$ cat config.mk
export PLATFORM = sky130hd
export DESIGN_NAME = twiddle_addr_gen_stage_8_flat
export DESIGN_NICKNAME = d
export VERILOG_FILES = /design/src/rtl/twiddle_addr_gen_stage_8_if.sv /design/src/rtl/twiddle_addr_gen_stage_8.sv /design/src/flat_wrapper.sv
export SDC_FILE = /design/constraint.sdc
export NUM_CORES = 1
export LEC_CHECK = 0
export BUFFER_PORTS_ARGS = -buffer_cell sky130_fd_sc_hd__buf_2
export CAP_MARGIN = 0
export CORE_UTILIZATION = 45
export CTS_CLUSTER_DIAMETER = 120
export DETAILED_ROUTE_END_ITERATION = 6
export HOLD_SLACK_MARGIN = 0.05
export PLACE_DENSITY = 0.82
export SKIP_LAST_GASP = 1
export SLEW_MARGIN = 0
export SYNTH_ARGS = -nofsm -noshare
export SYNTH_HDL_FRONTEND = slang
export SYNTH_SLANG_ARGS = --single-unit
$ cat constraint.sdc
create_clock -name i_clk -period 3.35 [get_ports i_clk]
set_input_delay 0.1675 -clock i_clk [delete_from_list [all_inputs] [get_ports i_clk]]
set_output_delay 0.1675 -clock i_clk [all_outputs]
set_load 0.005 [all_outputs]
$ cat src/rtl/twiddle_addr_gen_stage_8_if.sv
// Bus bundle for the stage-8 twiddle address generator: input stream, angle ROM port, output stream.
// The block sits on the slave modport; the surrounding pipeline drives the master side.
`timescale 1ns/1ps
interface twiddle_addr_gen_stage_8_if #(
  parameter int unsigned DATA_W = 32,
  parameter int unsigned ADDR_W = 7
);
  logic              i_valid;
  logic              o_ready;
  logic              i_sof;
  logic [DATA_W-1:0] i_re;
  logic [DATA_W-1:0] i_im;
  logic [ADDR_W-1:0] o_rom_addr;
  logic [31:0]       i_rom_data;
  logic              o_valid;
  logic              i_ready;
  logic [DATA_W-1:0] o_re;
  logic [DATA_W-1:0] o_im;
  logic [31:0]       o_angle;
  logic              o_sof;
  logic              o_eof;
  logic              o_frame_err;

  modport master (
    output i_valid, i_sof, i_re, i_im, i_rom_data, i_ready,
    input  o_ready, o_rom_addr, o_valid, o_re, o_im, o_angle, o_sof, o_eof, o_frame_err
  );

  modport slave (
    input  i_valid, i_sof, i_re, i_im, i_rom_data, i_ready,
    output o_ready, o_rom_addr, o_valid, o_re, o_im, o_angle, o_sof, o_eof, o_frame_err
  );
endinterface

$ cat src/rtl/twiddle_addr_gen_stage_8.sv
// Stage-8 twiddle front-end: tracks in-frame sample index, addresses the angle ROM and delays
// each sample by one cycle so it leaves together with its registered ROM angle.
`timescale 1ns/1ps
module twiddle_addr_gen_stage_8 #(
  parameter int unsigned DATA_W = 32,
  parameter int unsigned LOG2N  = 8,
  parameter int unsigned ADDR_W = LOG2N - 1
) (
  input  logic                      i_clk,
  input  logic                      i_rst_n,
  twiddle_addr_gen_stage_8_if.slave bus
);

  logic              ready;
  logic              fire_in;
  logic [LOG2N-1:0]  idx;
  logic [ADDR_W-1:0] idx_addr;

  logic [LOG2N-1:0]  cnt_q;
  logic [ADDR_W-1:0] hold_addr_q;
  logic              valid_q;
  logic              sof_q;
  logic              eof_q;
  logic              frame_err_q;
  logic [DATA_W-1:0] re_q;
  logic [DATA_W-1:0] im_q;

  // Single register stage: a new sample may enter whenever the held one leaves this cycle.
  assign ready   = !valid_q || bus.i_ready;
  assign fire_in = bus.i_valid && ready;

  // Sum-branch half of the frame rotates by zero; the other half indexes the ROM directly.
  always_comb begin
    idx      = bus.i_sof ? '0 : cnt_q;
    idx_addr = idx[LOG2N-1] ? idx[ADDR_W-1:0] : '0;
  end

  always_ff @(posedge i_clk or negedge i_rst_n) begin
    if (!i_rst_n) begin
      cnt_q       <= '0;
      hold_addr_q <= '0;
      valid_q     <= 1'b0;
      sof_q       <= 1'b0;
      eof_q       <= 1'b0;
      frame_err_q <= 1'b0;
      re_q        <= '0;
      im_q        <= '0;
    end else begin
      frame_err_q <= fire_in && bus.i_sof && (cnt_q != '0);
      if (fire_in) begin
        cnt_q       <= idx + LOG2N'(1);
        hold_addr_q <= idx_addr;
        valid_q     <= 1'b1;
        sof_q       <= (idx == '0);
        eof_q       <= &idx;
        re_q        <= bus.i_re;
        im_q        <= bus.i_im;
      end else if (valid_q && bus.i_ready) begin
        valid_q <= 1'b0;
      end
    end
  end

  // While stalled the ROM keeps re-reading the held sample's entry so its angle stays put.
  assign bus.o_rom_addr  = fire_in ? idx_addr : hold_addr_q;
  assign bus.o_ready     = ready;
  assign bus.o_valid     = valid_q;
  assign bus.o_re        = re_q;
  assign bus.o_im        = im_q;
  assign bus.o_angle     = bus.i_rom_data;
  assign bus.o_sof       = sof_q;
  assign bus.o_eof       = eof_q;
  assign bus.o_frame_err = frame_err_q;

endmodule

$ cat src/flat_wrapper.sv
// flat-port wrapper written by rule: the top's interface ports become plain ports
module twiddle_addr_gen_stage_8_flat 
#(
  parameter int unsigned DATA_W = 32,
  parameter int unsigned LOG2N  = 8,
  parameter int unsigned ADDR_W = LOG2N - 1
)
  (i_clk, i_rst_n, bus_i_valid, bus_i_sof, bus_i_re, bus_i_im, bus_i_rom_data, bus_i_ready, bus_o_ready, bus_o_rom_addr, bus_o_valid, bus_o_re, bus_o_im, bus_o_angle, bus_o_sof, bus_o_eof, bus_o_frame_err);
  twiddle_addr_gen_stage_8_if #(.DATA_W(DATA_W), .ADDR_W(ADDR_W)) bus_i ();
  input  logic i_clk;
  input  logic i_rst_n;
  input wire logic [$bits(bus_i.i_valid)-1:0] bus_i_valid;
  input wire logic [$bits(bus_i.i_sof)-1:0] bus_i_sof;
  input wire logic [$bits(bus_i.i_re)-1:0] bus_i_re;
  input wire logic [$bits(bus_i.i_im)-1:0] bus_i_im;
  input wire logic [$bits(bus_i.i_rom_data)-1:0] bus_i_rom_data;
  input wire logic [$bits(bus_i.i_ready)-1:0] bus_i_ready;
  output wire logic [$bits(bus_i.o_ready)-1:0] bus_o_ready;
  output wire logic [$bits(bus_i.o_rom_addr)-1:0] bus_o_rom_addr;
  output wire logic [$bits(bus_i.o_valid)-1:0] bus_o_valid;
  output wire logic [$bits(bus_i.o_re)-1:0] bus_o_re;
  output wire logic [$bits(bus_i.o_im)-1:0] bus_o_im;
  output wire logic [$bits(bus_i.o_angle)-1:0] bus_o_angle;
  output wire logic [$bits(bus_i.o_sof)-1:0] bus_o_sof;
  output wire logic [$bits(bus_i.o_eof)-1:0] bus_o_eof;
  output wire logic [$bits(bus_i.o_frame_err)-1:0] bus_o_frame_err;
  assign bus_i.i_valid = bus_i_valid;
  assign bus_i.i_sof = bus_i_sof;
  assign bus_i.i_re = bus_i_re;
  assign bus_i.i_im = bus_i_im;
  assign bus_i.i_rom_data = bus_i_rom_data;
  assign bus_i.i_ready = bus_i_ready;
  assign bus_o_ready = bus_i.o_ready;
  assign bus_o_rom_addr = bus_i.o_rom_addr;
  assign bus_o_valid = bus_i.o_valid;
  assign bus_o_re = bus_i.o_re;
  assign bus_o_im = bus_i.o_im;
  assign bus_o_angle = bus_i.o_angle;
  assign bus_o_sof = bus_i.o_sof;
  assign bus_o_eof = bus_i.o_eof;
  assign bus_o_frame_err = bus_i.o_frame_err;
  twiddle_addr_gen_stage_8 #(.DATA_W(DATA_W), .LOG2N(LOG2N), .ADDR_W(ADDR_W)) u_core (.i_clk(i_clk), .i_rst_n(i_rst_n), .bus(bus_i));
endmodule
After elaboration in Yosys (flattened, before gate mapping)

Cells that the tools add are included.

$add $sub $neg: 1
Multiplexer cells: 5
Reduce and logical (&&, ||, !) cells: 10

Operator list:

| kind                                                          | count |
|---|---|
| 7-bit 2-to-1 mux                                              | 2 |
| 8-bit by 1-bit adder with 8-bit output, second input constant | 1 |
| 8-bit logical NOT                                             | 1 |
| 8-bit 2-to-1 mux                                              | 1 |
| 8-bit AND reduction                                           | 1 |
| 8-bit nonzero test                                            | 1 |
| 1-bit logical AND                                             | 4 |
| 1-bit 2-to-1 mux                                              | 2 |
| 2-bit nonzero test                                            | 1 |
| 1-bit logical NOT                                             | 1 |
| 1-bit logical OR                                              | 1 |

Bits in registers: 83
Input port bits: 101
Word-level logic and storage cells: 24

Longest topological paths before layout

Depth after elaboration: 5
Depth in mapped cells: 5
Depth with buffers taken out: 4

Worst setup path after synthesis

OpenSTA, ideal clock, no wires.

Kind: register to register
From: register u_core.valid_q (netlist: u_core.bus.o_valid)
To: register u_core.im_q[16] (netlist: u_core.bus.o_im[16])
Setup time: 0.127 ns
Arrival: 1.238 ns
Setup slack: 1.984 ns
Cell stages (with the launch flop): 6
Buffers on the path: 1
Path through: dfrtp_1 -> nor2b_4 -> inv_4 -> nand2_4 -> buf_4 -> mux2_1

Longest elaborated chain between the ends: 3

RTL lines:

| what                   | RTL line                       | RTL |
|---|---|---|
| start, declared        | twiddle_addr_gen_stage_8.sv:21 | `logic valid_q;` |
| start signal, assigned | twiddle_addr_gen_stage_8.sv:42 | `valid_q <= 1'b0;` |
| start signal, assigned | twiddle_addr_gen_stage_8.sv:53 | `valid_q <= 1'b1;` |
| start signal, assigned | twiddle_addr_gen_stage_8.sv:59 | `valid_q <= 1'b0;` |
| 1-bit logical NOT      | twiddle_addr_gen_stage_8.sv:29 | `assign ready = !valid_q \|\| bus.i_ready;` |
| 1-bit logical OR       | twiddle_addr_gen_stage_8.sv:29 |  |
| named net bus_o_ready  | flat_wrapper.sv:18             | `output wire logic [$bits(bus_i.o_ready)-1:0] bus_o_ready;` |
| 1-bit logical AND      | twiddle_addr_gen_stage_8.sv:30 | `assign fire_in = bus.i_valid && ready;` |
| end signal, assigned   | twiddle_addr_gen_stage_8.sv:57 | `im_q <= bus.i_im;` |
| end, declared          | twiddle_addr_gen_stage_8.sv:26 | `logic [DATA_W-1:0] im_q;` |

The timed path passes the listed nets, and every way through them passes these cells.
A chain may end at the register's enable or synchronous reset.

Final worst setup path

From: register u_core.valid_q (netlist: u_core.bus.o_valid)
To: output port bus_o_rom_addr[5]

Longest elaborated chain between the ends: 4

RTL lines:

| what              | RTL line                       | RTL |
|---|---|---|
| 1-bit logical NOT | twiddle_addr_gen_stage_8.sv:29 |  |
| 1-bit logical OR  | twiddle_addr_gen_stage_8.sv:29 |  |
| 1-bit logical AND | twiddle_addr_gen_stage_8.sv:30 |  |
| 7-bit 2-to-1 mux  | twiddle_addr_gen_stage_8.sv:65 | `assign bus.o_rom_addr = fire_in ? idx_addr : hold_addr_q;` |
| end, declared     | flat_wrapper.sv:19             | `output wire logic [$bits(bus_i.o_rom_addr)-1:0] bus_o_rom_addr;` |

Every way passes these cells.

==> impl_metrics.yaml <==
setup_path:
  rr_worst_depth: 4
  crit_family: "simple AND/OR/NAND/NOR gates"
  path_cells: "nor2b_4 > inv_4 > nand2_4 > o21ai_0 > buf_2"
  r2r_end: "u_core.bus.o_im[17]"
  critPathLaunchType: "register"
  cpPeakStageDelay_ns: 0.67
  path_buf_inv: 2
  r2r-start: "u_core.bus.o_valid"
  cp_slowest_cell: "nand2_4"
  path_class: "reg -> out"
  cp_max_fo: 73
  r2r_slack_ns: 1.25
  critical_path_required_ns: 3.18
  worstPathArrival_ns: 2.30
  worst_setup_path_end_kind: "primary output"
job:
  cap_violations: 0
yosys:
  yosys.area.top_type: "dfrtp_1"
  synth-seq-cells: 83
  synthAdderAreaFrac: 0
  synth_compound_area_frac: 0.0616
  synth_top_family_by_area: "multiplexers"
  synth-edff-count: 0
  netlist_instances: 269
  synth-seq-area-share: 0.575
  synthMuxAreaShare: 0.199
  async_flop_share: 1.00
  synthTopCellsByArea: "dfrtp_1 57%, mux2_1 19%, buf_4 6.9%"
  ys_types: 37
  synth-main-ff-cell: "dfrtp_1"
  synth_warnings: 0
  synth_xor_area_frac: 0
  yosysTopAreaCellShare: 0.575
  synth.top_cells.by_count: "83 x dfrtp_1, 61 x mux2_1, 33 x buf_4"
  syn-cell-area_um2: 3610
  synthSimpleGateAreaFrac: 0.0575
  syn_avg_cell_area_um2: 13.4
  synth_most_common_cell: "dfrtp_1"
  syn-num-nets: 370
clocking:
  insertion_delay_ns: 0.33
  path_clk_slew_ns: 0.08
  clk_path_buf_depth: 2
  clkSinkCount: 83
  cts_tree: "done"
  hold_buffers: 53
  cts_setup_buffers: 0
  cts_max_level: 3
  clock_tree.root_cell: "clkbuf_8"
  cts_resized: 0
  cts_buffers: 9
timing:
  final.setup.tns_ns: 0
  period_minus_slack_ns: 2.46
  timing.hold.ws_ns: 0.0680
  finalWorstSetupSlack_ns: 0.887
  finalSetupViolations: 0
  grt_setup_unrepaired: "false"
  max_freq_mhz: 406
  hold_viol: 0
  worstMarginPinSlew_ns: 1.01
  relSlewSlack: 0.325
  skew_ns: 0.0110
  post-route-period-util: 0.735
  slew_viol_final: 0
cells_and_area:
  multi_input_comb_area_um2: 1150
  fin_util: 0.618
  antenna_cells: 0
  fillers: 583
  fin_area_um2: 4800
  layout.cells.non_filler: 535
  register_area_um2: 2080
  fin_nets: 531
  area_growth_pct: 32.8
  drive_gt1_frac: 0.390
floorplan:
  die_w_um: 91.6
  io_pins: 209
  start_util: 0.465
  rows: 32
  dieArea_um2: 8400
  core-area_um2: 7770
  die_h_um: 91.6
status:
  status: "completed"
placement:
  portBuffers: 144
  post_dp_cell_area_um2: 4100
  dp_slack_ns: 1.20
  dpl.cell_count: 467
  dp_hpwl_mm: 5.31
  gp_congestion: 0.811
hold_path:
  worstHoldStart: "bus_i_im[25]"
  whs_endpoint: "u_core.bus.o_im[25]"
  hp-class: "in -> reg"
  hold_depth: 2
detailed_routing:
  wl_per_cell_um: 16.3
  drtPass1Iterations: 4
  vias_per_cell: 5.05
  drc: 0
  wl_mm: 8.72
  num_vias: 2702
  initialDrtViolationCount: 96
  detail-route-antenna-nets: 0
global_route:
  grt.total_usage: 0.211
  grt_max_degree: 84
  grt_overflow_total: 0
  grt_pass1_vias: 2739
  antenna_found_initial: 0
  grt_pass1_wl_mm: 13.7
power_and_ir_drop:
  vdd_ir_drop_max_mv: 0.241
  finalPower_mw: 2.42
  p_leak_nw: 2.28
  powerDensity_nw_per_um2: 505
where the power goes:
group | internal, mW | switching, mW | leakage [nW]
logic | 0.289 | 0.234 | 1.22
registers | 1.17 | 0.130 | 0.987
clock network | 0.258 | 0.347 | 0.0730
metal layers:
metal  share of wire  track usage  up-vias
li1                -            -     1229
met5               0            0        -
met2            0.52        0.368      120
met1            0.40        0.254     1324
met4           0.024       0.0847        0
met3           0.062       0.0439       29
cells by family after synthesis:
group           count (synthesis)
buf+inv                        54
mux                            64
simple gates                   35
compound gates                 33
flops                          83
how the worst max path moves through the flow:
stage | depth (start not counted) | start | endpoint
after CTS | 5 | u_core.bus.o_valid | bus_o_rom_addr[5]
after floorplan | 5 | u_core.bus.o_valid | u_core.bus.o_im[16]
after global placement | 5 | u_core.bus.o_valid | bus_o_rom_addr[4]
after detailed placement | 5 | u_core.bus.o_valid | bus_o_rom_addr[5]
after global routing | 5 | u_core.bus.o_valid | bus_o_rom_addr[1]
final | 5 | u_core.bus.o_valid | bus_o_rom_addr[5]
sequential cells by signal, summed over array words and instances (netlist names):
register                cells
u_core.bus.o_re            32
u_core.bus.o_sof            1
u_core.bus.o_eof            1
u_core.bus.o_frame_err      1
u_core.bus.o_valid          1
u_core.hold_addr_q          7
u_core.cnt_q                8
u_core.bus.o_im            32
cells in the final DEF (no fill, tap or decap), types with 2 or more instances in the layout:
master,netlist,layout
clkinv_2,0,2
clkbuf_8,0,9
or4_1,2,2
mux2_1,61,61
nor2_1,3,3
o311ai_1,2,2
buf_2,4,143
dfrtp_1,83,83
a21oi_1,2,2
nor4_1,2,2
nand4_1,4,4
o2bb2ai_1,3,3
nand2_1,10,10
clkinvlp_4,0,3
and3_1,2,2
nand3_1,2,2
nor2b_1,3,3
o21ai_0,17,17
mux2_2,3,3
inv_1,4,4
a31oi_1,2,2
dlygate4sd3_1,0,54
area by class of cell:
type | count | share of cell area
clock inverter | 5 | 0.00678
clock buffer | 9 | 0.0258
tap | 102 | 0.0266
timing repair buffer | 198 | 0.263
inverter | 6 | 0.00521
sequential | 83 | 0.433
multi-input combinational | 132 | 0.240
Power figures use the tool's default switching activity.
